## src/rtl/dispense_sequencer.sv

```systemverilog
// Dispense controller: opens the flap, runs a counted burst of step pulses with the
// agitator on, closes the flap and reports completion. It also generates the flap servo PWM.
module dispense_sequencer #(
   parameter int CNT_W        = 24,
   parameter int SERVO_PERIOD = 240000,
   parameter int SERVO_OPEN   = 24000,
   parameter int SERVO_CLOSED = 12000,
   parameter int SETTLE       = 6000000,
   parameter int STEP_HALF    = 3000,
   parameter int STEPS_SMALL  = 200,
   parameter int STEPS_MED    = 400,
   parameter int STEPS_LARGE  = 800
) (
   input  logic       clk,
   input  logic       rst,
   input  logic       cmd_valid,
   input  logic [1:0] cmd_amount,
   input  logic       cmd_dir,
   input  logic       abort,
   output logic       cmd_ready,
   output logic       busy,
   output logic       done,
   output logic       aborted,
   output logic       err,
   output logic       servo_pwm,
   output logic       step,
   output logic       step_dir,
   output logic       dc_fwd,
   output logic       dc_rev
);

   typedef enum logic [2:0] {
      S_IDLE,
      S_OPEN,
      S_STEP,
      S_CLOSE,
      S_DONE
   } state_t;

   localparam logic [CNT_W-1:0] SETTLE_LAST = CNT_W'(SETTLE - 1);
   localparam logic [CNT_W-1:0] HALF_LAST   = CNT_W'(STEP_HALF - 1);
   localparam logic [CNT_W-1:0] PERIOD_LAST = CNT_W'(SERVO_PERIOD - 1);
   localparam logic [CNT_W-1:0] ONE         = CNT_W'(1);

   state_t           state_q, state_d;
   logic [CNT_W-1:0] cnt_q, cnt_d;
   logic [CNT_W-1:0] step_cnt_q, step_cnt_d;
   logic [CNT_W-1:0] steps_last_q, steps_last_d;
   logic             phase_q, phase_d;
   logic             dir_q, dir_d;
   logic             abort_flag_q, abort_flag_d;
   logic [CNT_W-1:0] pwm_cnt_q, pwm_cnt_d;
   logic [CNT_W-1:0] width_q, width_d;
   logic             cmd_ready_q, cmd_ready_d;
   logic             busy_q, busy_d;
   logic             done_q, done_d;
   logic             err_q, err_d;
   logic             servo_pwm_q, servo_pwm_d;
   logic             step_q, step_d;
   logic             dc_fwd_q, dc_fwd_d;
   logic             dc_rev_q, dc_rev_d;
   logic             flap_open;

   always_comb begin
      state_d      = state_q;
      cnt_d        = cnt_q;
      step_cnt_d   = step_cnt_q;
      steps_last_d = steps_last_q;
      phase_d      = phase_q;
      dir_d        = dir_q;
      abort_flag_d = abort_flag_q;
      err_d        = 1'b0;
      case (state_q)
         S_IDLE: begin
            if (cmd_valid) begin
               if (cmd_amount == 2'b11) begin
                  err_d = 1'b1;
               end else begin
                  state_d      = S_OPEN;
                  cnt_d        = '0;
                  dir_d        = cmd_dir;
                  abort_flag_d = 1'b0;
                  case (cmd_amount)
                     2'b00:   steps_last_d = CNT_W'(STEPS_SMALL - 1);
                     2'b01:   steps_last_d = CNT_W'(STEPS_MED - 1);
                     default: steps_last_d = CNT_W'(STEPS_LARGE - 1);
                  endcase
               end
            end
         end
         S_OPEN: begin
            if (abort) begin
               state_d      = S_CLOSE;
               cnt_d        = '0;
               abort_flag_d = 1'b1;
            end else if (cnt_q == SETTLE_LAST) begin
               state_d    = S_STEP;
               cnt_d      = '0;
               step_cnt_d = '0;
               phase_d    = 1'b1;
            end else begin
               cnt_d = cnt_q + ONE;
            end
         end
         S_STEP: begin
            // phase_q high = first half of a step period; the burst ends after the low half of the last step
            if (abort) begin
               state_d      = S_CLOSE;
               cnt_d        = '0;
               abort_flag_d = 1'b1;
            end else if (cnt_q == HALF_LAST) begin
               cnt_d = '0;
               if (phase_q) begin
                  phase_d = 1'b0;
               end else if (step_cnt_q == steps_last_q) begin
                  state_d = S_CLOSE;
               end else begin
                  step_cnt_d = step_cnt_q + ONE;
                  phase_d    = 1'b1;
               end
            end else begin
               cnt_d = cnt_q + ONE;
            end
         end
         S_CLOSE: begin
            if (cnt_q == SETTLE_LAST) begin
               state_d = S_DONE;
               cnt_d   = '0;
            end else begin
               cnt_d = cnt_q + ONE;
            end
         end
         S_DONE: begin
            state_d = S_IDLE;
         end
         default: begin
            state_d = S_IDLE;
         end
      endcase
   end

   // Outputs are derived from next-state values so the registered outputs line up with state_q.
   always_comb begin
      flap_open   = (state_d == S_OPEN) || (state_d == S_STEP);
      cmd_ready_d = (state_d == S_IDLE);
      busy_d      = (state_d != S_IDLE);
      done_d      = (state_d == S_DONE);
      step_d      = (state_d == S_STEP) && phase_d;
      dc_fwd_d    = (state_d == S_STEP) && !dir_d;
      dc_rev_d    = (state_d == S_STEP) && dir_d;
      pwm_cnt_d   = (pwm_cnt_q == PERIOD_LAST) ? '0 : pwm_cnt_q + ONE;
      width_d     = width_q;
      if (pwm_cnt_q == PERIOD_LAST) begin
         width_d = flap_open ? CNT_W'(SERVO_OPEN) : CNT_W'(SERVO_CLOSED);
      end
      servo_pwm_d = (pwm_cnt_d < width_d);
   end

   always_ff @(posedge clk or posedge rst) begin
      if (rst) begin
         state_q      <= S_IDLE;
         cnt_q        <= '0;
         step_cnt_q   <= '0;
         steps_last_q <= '0;
         phase_q      <= 1'b0;
         dir_q        <= 1'b0;
         abort_flag_q <= 1'b0;
         pwm_cnt_q    <= '0;
         width_q      <= CNT_W'(SERVO_CLOSED);
         cmd_ready_q  <= 1'b1;
         busy_q       <= 1'b0;
         done_q       <= 1'b0;
         err_q        <= 1'b0;
         servo_pwm_q  <= 1'b0;
         step_q       <= 1'b0;
         dc_fwd_q     <= 1'b0;
         dc_rev_q     <= 1'b0;
      end else begin
         state_q      <= state_d;
         cnt_q        <= cnt_d;
         step_cnt_q   <= step_cnt_d;
         steps_last_q <= steps_last_d;
         phase_q      <= phase_d;
         dir_q        <= dir_d;
         abort_flag_q <= abort_flag_d;
         pwm_cnt_q    <= pwm_cnt_d;
         width_q      <= width_d;
         cmd_ready_q  <= cmd_ready_d;
         busy_q       <= busy_d;
         done_q       <= done_d;
         err_q        <= err_d;
         servo_pwm_q  <= servo_pwm_d;
         step_q       <= step_d;
         dc_fwd_q     <= dc_fwd_d;
         dc_rev_q     <= dc_rev_d;
      end
   end

   assign cmd_ready = cmd_ready_q;
   assign busy      = busy_q;
   assign done      = done_q;
   assign aborted   = abort_flag_q;
   assign err       = err_q;
   assign servo_pwm = servo_pwm_q;
   assign step      = step_q;
   assign step_dir  = dir_q;
   assign dc_fwd    = dc_fwd_q;
   assign dc_rev    = dc_rev_q;

endmodule

```

## config.mk

```make
export PLATFORM = sky130hd
export DESIGN_NAME = dispense_sequencer
export DESIGN_NICKNAME = d
export VERILOG_FILES = /design/src/rtl/dispense_sequencer.sv
export SDC_FILE = /design/constraint.sdc
export NUM_CORES = 1
export LEC_CHECK = 0
export CORE_AREA = 2 2 77 135
export CTS_CLUSTER_DIAMETER = 100
export DETAILED_ROUTE_END_ITERATION = 6
export DIE_AREA = 0 0 79 137
export GPL_ROUTABILITY_DRIVEN = 0
export GPL_TIMING_DRIVEN = 0
export PLACE_DENSITY = 0.88
export SYNTH_ARGS = -nofsm -noshare
export SYNTH_HDL_FRONTEND = slang
export SYNTH_SLANG_ARGS = --single-unit
```

## constraint.sdc

```tcl
create_clock -name clk -period 4.47 [get_ports clk]
set_input_delay 0.894 -clock clk [delete_from_list [all_inputs] [get_ports clk]]
set_output_delay 0.894 -clock clk [all_outputs]
set_load 0.005 [all_outputs]
```

==> results by group <==
Timing
  • Tcrit/Tclk final: 94.9%
  • Final Hold Vio Count: 0
  • Final setup vio count: 0
  • Clock skew: 0.00692 ns
  • Max-slew violation count: 0
  • Final Critical Period: 4.24 ns
  • Relative slew slack: 50.8%
  • RSZ-0062 raised after global routing: no
  • Measured slew at the worst slew-check pin: 0.731 ns
  • Achievable Freq: 0.236 GHz

Setup path
  • Most used cell, CP: a21oi_1
  • Crit. End Element: flip-flop
  • Setup CP Type: input port to flip-flop
  • CP required: approximately 4.8 ns
  • Crit path largest cell delay: 0.68 ns
  • Worst-path maximum fanout: 10
  • Ordered cell list for the critical path: clkdlybuf4s50_1 -> a21oi_1 -> a21o_1 -> or4_1 -> a21oi_2 -> buf_2 -> a21oi_1 -> ha_1 -> nand4_1 -> nor2_1 -> a2111oi_1 -> a21oi_1 -> nor4_1 -> nor2_1 -> nor3_1
  • Slowest-stage cell, CP: clkdlybuf4s50_1
  • Worst path buffer plus inverter count: 2
  • Worst EP arrival: between 4 and 5 ns
  • Worst setup path start: cmd_amount[1]
  • Critical path startpoint category: input port
  • Critical R2R Launch: cnt_q[14]
  • Worst path top cell family by delay: compound AO/OA/AOI/OAI gates

Global route
  • Total gr overflow: 0
  • Pin count of the biggest net entering global routing: slightly below 70
  • Vias in the first global route: approximately 5300
  • Initial antenna violation count: 0
  • GRT Total Usage: approximately 30%
  • First-pass GRT wire length: ~25000 um

Yosys
  • Ys Warns: 0
  • Cell variety after synth: between 50 and 60
  • Cell type with the largest total area after synthesis: dfrtp_1
  • Post-Syn Nets: 656
  • Area contributors post-synth: dfrtp_1 45%, ha_1 5.5%, nor2_1 4.8%
  • Area share of the largest cell type after synthesis: a little under half
  • EDFF count, synth: 0
  • Flops & latches, synth: 115
  • Post-synth ARST share: 100%
  • Syn Area/Cell: 9.54 um^2
  • Synth top cells by count: 107 x dfrtp_1, 76 x nor2_1, 59 x nand2_1, 32 x xnor2_1, 31 x a21oi_1
  • Seq/Total Area, Yosys: 48.6%
  • Most frequent cell after synthesis: dfrtp_1
  • Primary FF master, synth: dfrtp_1
  • Cell area after synthesis: 5940 um^2
  • Mapped Cells: 623

Layout
  • Sequential Area: 2890 um^2
  • Fill count: 695
  • Fin area: ~7000 um^2
  • Final nets: 693
  • Share of layout cells above drive strength 1: 9.96%
  • Post-Layout Cell Count: 798
  • Area grow syn2layout: 17.5%
  • Area of the multi-input gates: 2870 um^2
  • # diodes: 0

Clock tree
  • Clk buf depth: 2
  • Worst-path clk slew: 0.05 ns
  • Clk sinks: 115
  • Clock root buffer: clkbuf_16
  • CTS Buf Count: 17
  • H-Tree Depth: 4
  • Clock insertion delay at the later pin of the skew report: approximately 0.42 ns
  • # hold bufs at CTS: 0
  • CTS tree: built

Floorplan
  • CORE AREA: slightly below 10000 um^2
  • Cell Rows: 48
  • Die Y-Extent: 137 um
  • Die width: 79 um
  • Die ar.: between 10000 and 15000 um^2
  • IO Count: 17
  • Starting Density: 61.1%

Placed design
  • Placed Instances: around 770
  • DP Area: 6290 um^2
  • Port Buf Inserts: 16
  • DP Wirelength: 9940 um

Power and ir drop
  • PwrDens: 413 nW/um^2
  • Leakage: 3.17 nW
  • Worst vdd ir: between 300 and 400 uV
  • Total power: 0.00289 W

Routing
  • Routed WL: 15000 um
  • Pre-antenna DRT Iters: 5
  • Starting DRT DRC Count: 389
  • DRC: 0
  • Met3 Wirelength: about 740 um
  • WL/cell: 18.8 um
  • Via/cell ratio: 6.35
  • Top sig layer: met4
  • Vias: 5066
  • Wl on met1: between 5000 and 6000 um
  • ANT nets after route: 0
  • DR WL met2: 8240 um

Job
  • Maxcap violations: 0

Worst hold path
  • Hold Path Class: flip-flop to flip-flop
  • Hold Startpoint: width_q[4]

Status
  • Run status: finished, final reports clean
## layout by cell type (no fill, tap or decap), types with 6 or more instances in the layout
cell type	count
or4_1	13
o31ai_1	8
nand4_1	21
or2_2	7
a21o_1	7
nand3_1	30
ha_1	26
and3_1	13
nor3_1	17
nand2_1	59
or3_1	6
dfrtp_1	107
dfstp_2	8
clkdlybuf4s50_1	16
clkbuf_1	19
inv_1	28
nor2_1	75
xor2_1	18
clkbuf_16	17
o21ai_0	18
xnor2_1	32
nor4_1	13
a21oi_1	30
## final timing paths
path | endpoint | depth (start not counted) | slack (ns)
worst max-delay path | servo_pwm | 15 | 0.23
worst min-delay path | width_q[4] | 2 | 0.47
worst max register to register | servo_pwm | 16 | 0.26
worst min register to register | width_q[4] | 2 | 0.47
max in group asynchronous | width_q[7] | 3 | 2.72
min in group asynchronous | step | 2 | 0.96
## kinds of logic after synthesis
kind of cell | Yosys count | share of synthesized area (%)
buffers and inverters | 50 | 3.31
adder cells (fa/ha/maj) | 26 | 5.48
XOR/XNOR | 50 | 7.37
multiplexers | 2 | 0.358
AND/OR/NAND/NOR | 288 | 25.0
flip-flops | 115 | 48.6
AO/OA/AOI/OAI | 92 | 9.90
## per-stage QoR
| stage | setup TNS, ns | hold WS (ns) | setup WS [ns] | utilization [%] |
|---|---|---|---|---|
| final | 0 | 0.466 | 0.227 | 71.8 |
| after global routing | 0 | 0.491 | 0.0443 | 71.8 |
| after CTS | 0 | 0.465 | 0.157 | 71.6 |
| after detailed placement | -0.339 | 0.452 | -0.339 | 64.6 |
| after global placement | -96.74 | 0.445 | -0.909 | 64.3 |
| after floorplan | 0 | 0.432 | 0.545 | - |
## final cells by class
| type | count | share of cell area (%) |
|---|---|---|
| sequential | 115 | 41.4 |
| clock inverter | 9 | 2.49 |
| inverter | 29 | 1.59 |
| multi-input combinational | 458 | 41.1 |
| tap | 125 | 2.24 |
| buffer | 21 | 1.27 |
| clock buffer | 23 | 7.13 |
| timing repair buffer | 18 | 2.80 |
## sequential cells by signal, summed over array words and instances (netlist names)
name / count
cnt_q: 24
pwm_cnt_q: 24
step_cnt_q: 24
width_q: 24
steps_last_q: 5
state_q: 3
aborted: 1
busy: 1
cmd_ready: 1
dc_fwd: 1
dc_rev: 1
done: 1
err: 1
phase_q: 1
servo_pwm: 1
step: 1
step_dir: 1
## power breakdown
part           internal, W  leakage, nW  switching (W)
clock network      0.00106        0.333       0.000481
registers          0.00110         1.48      0.0000643
logic            0.0000857         1.35      0.0000996
total              0.00224         3.17       0.000644
## worst register-to-register path, cell delays in order (launching register included)
cell,delay [ns]
dfrtp_1,0.43
or4_4,0.55
or4_4,0.56
nor3_4,0.23
a21o_1,0.17
or4_1,0.12
a21oi_2,0.07
buf_2,0.19
or2_2,0.29
ha_1,0.30
a21oi_1,0.16
nor2_1,0.07
a2111oi_1,0.36
a21oi_1,0.13
nor4_1,0.19
nor2_1,0.12
nor3_1,0.18
## routing by layer
metal	global-route usage (%)	vias up
met5	0	-
met4	17.0	0
met3	7.98	74
met2	55.3	228
met1	29.6	2484
li1	-	2280
## what timing repair did
item / CTS / global route
resized for setup: 1 / 5
endpoints found under the setup margin: 1 / 1
pin swaps: 1 / 0
endpoints found under the hold margin: 0 / 0
setup buffers: 1 / 0
Note: power is estimated with default switching activity, not from simulation.
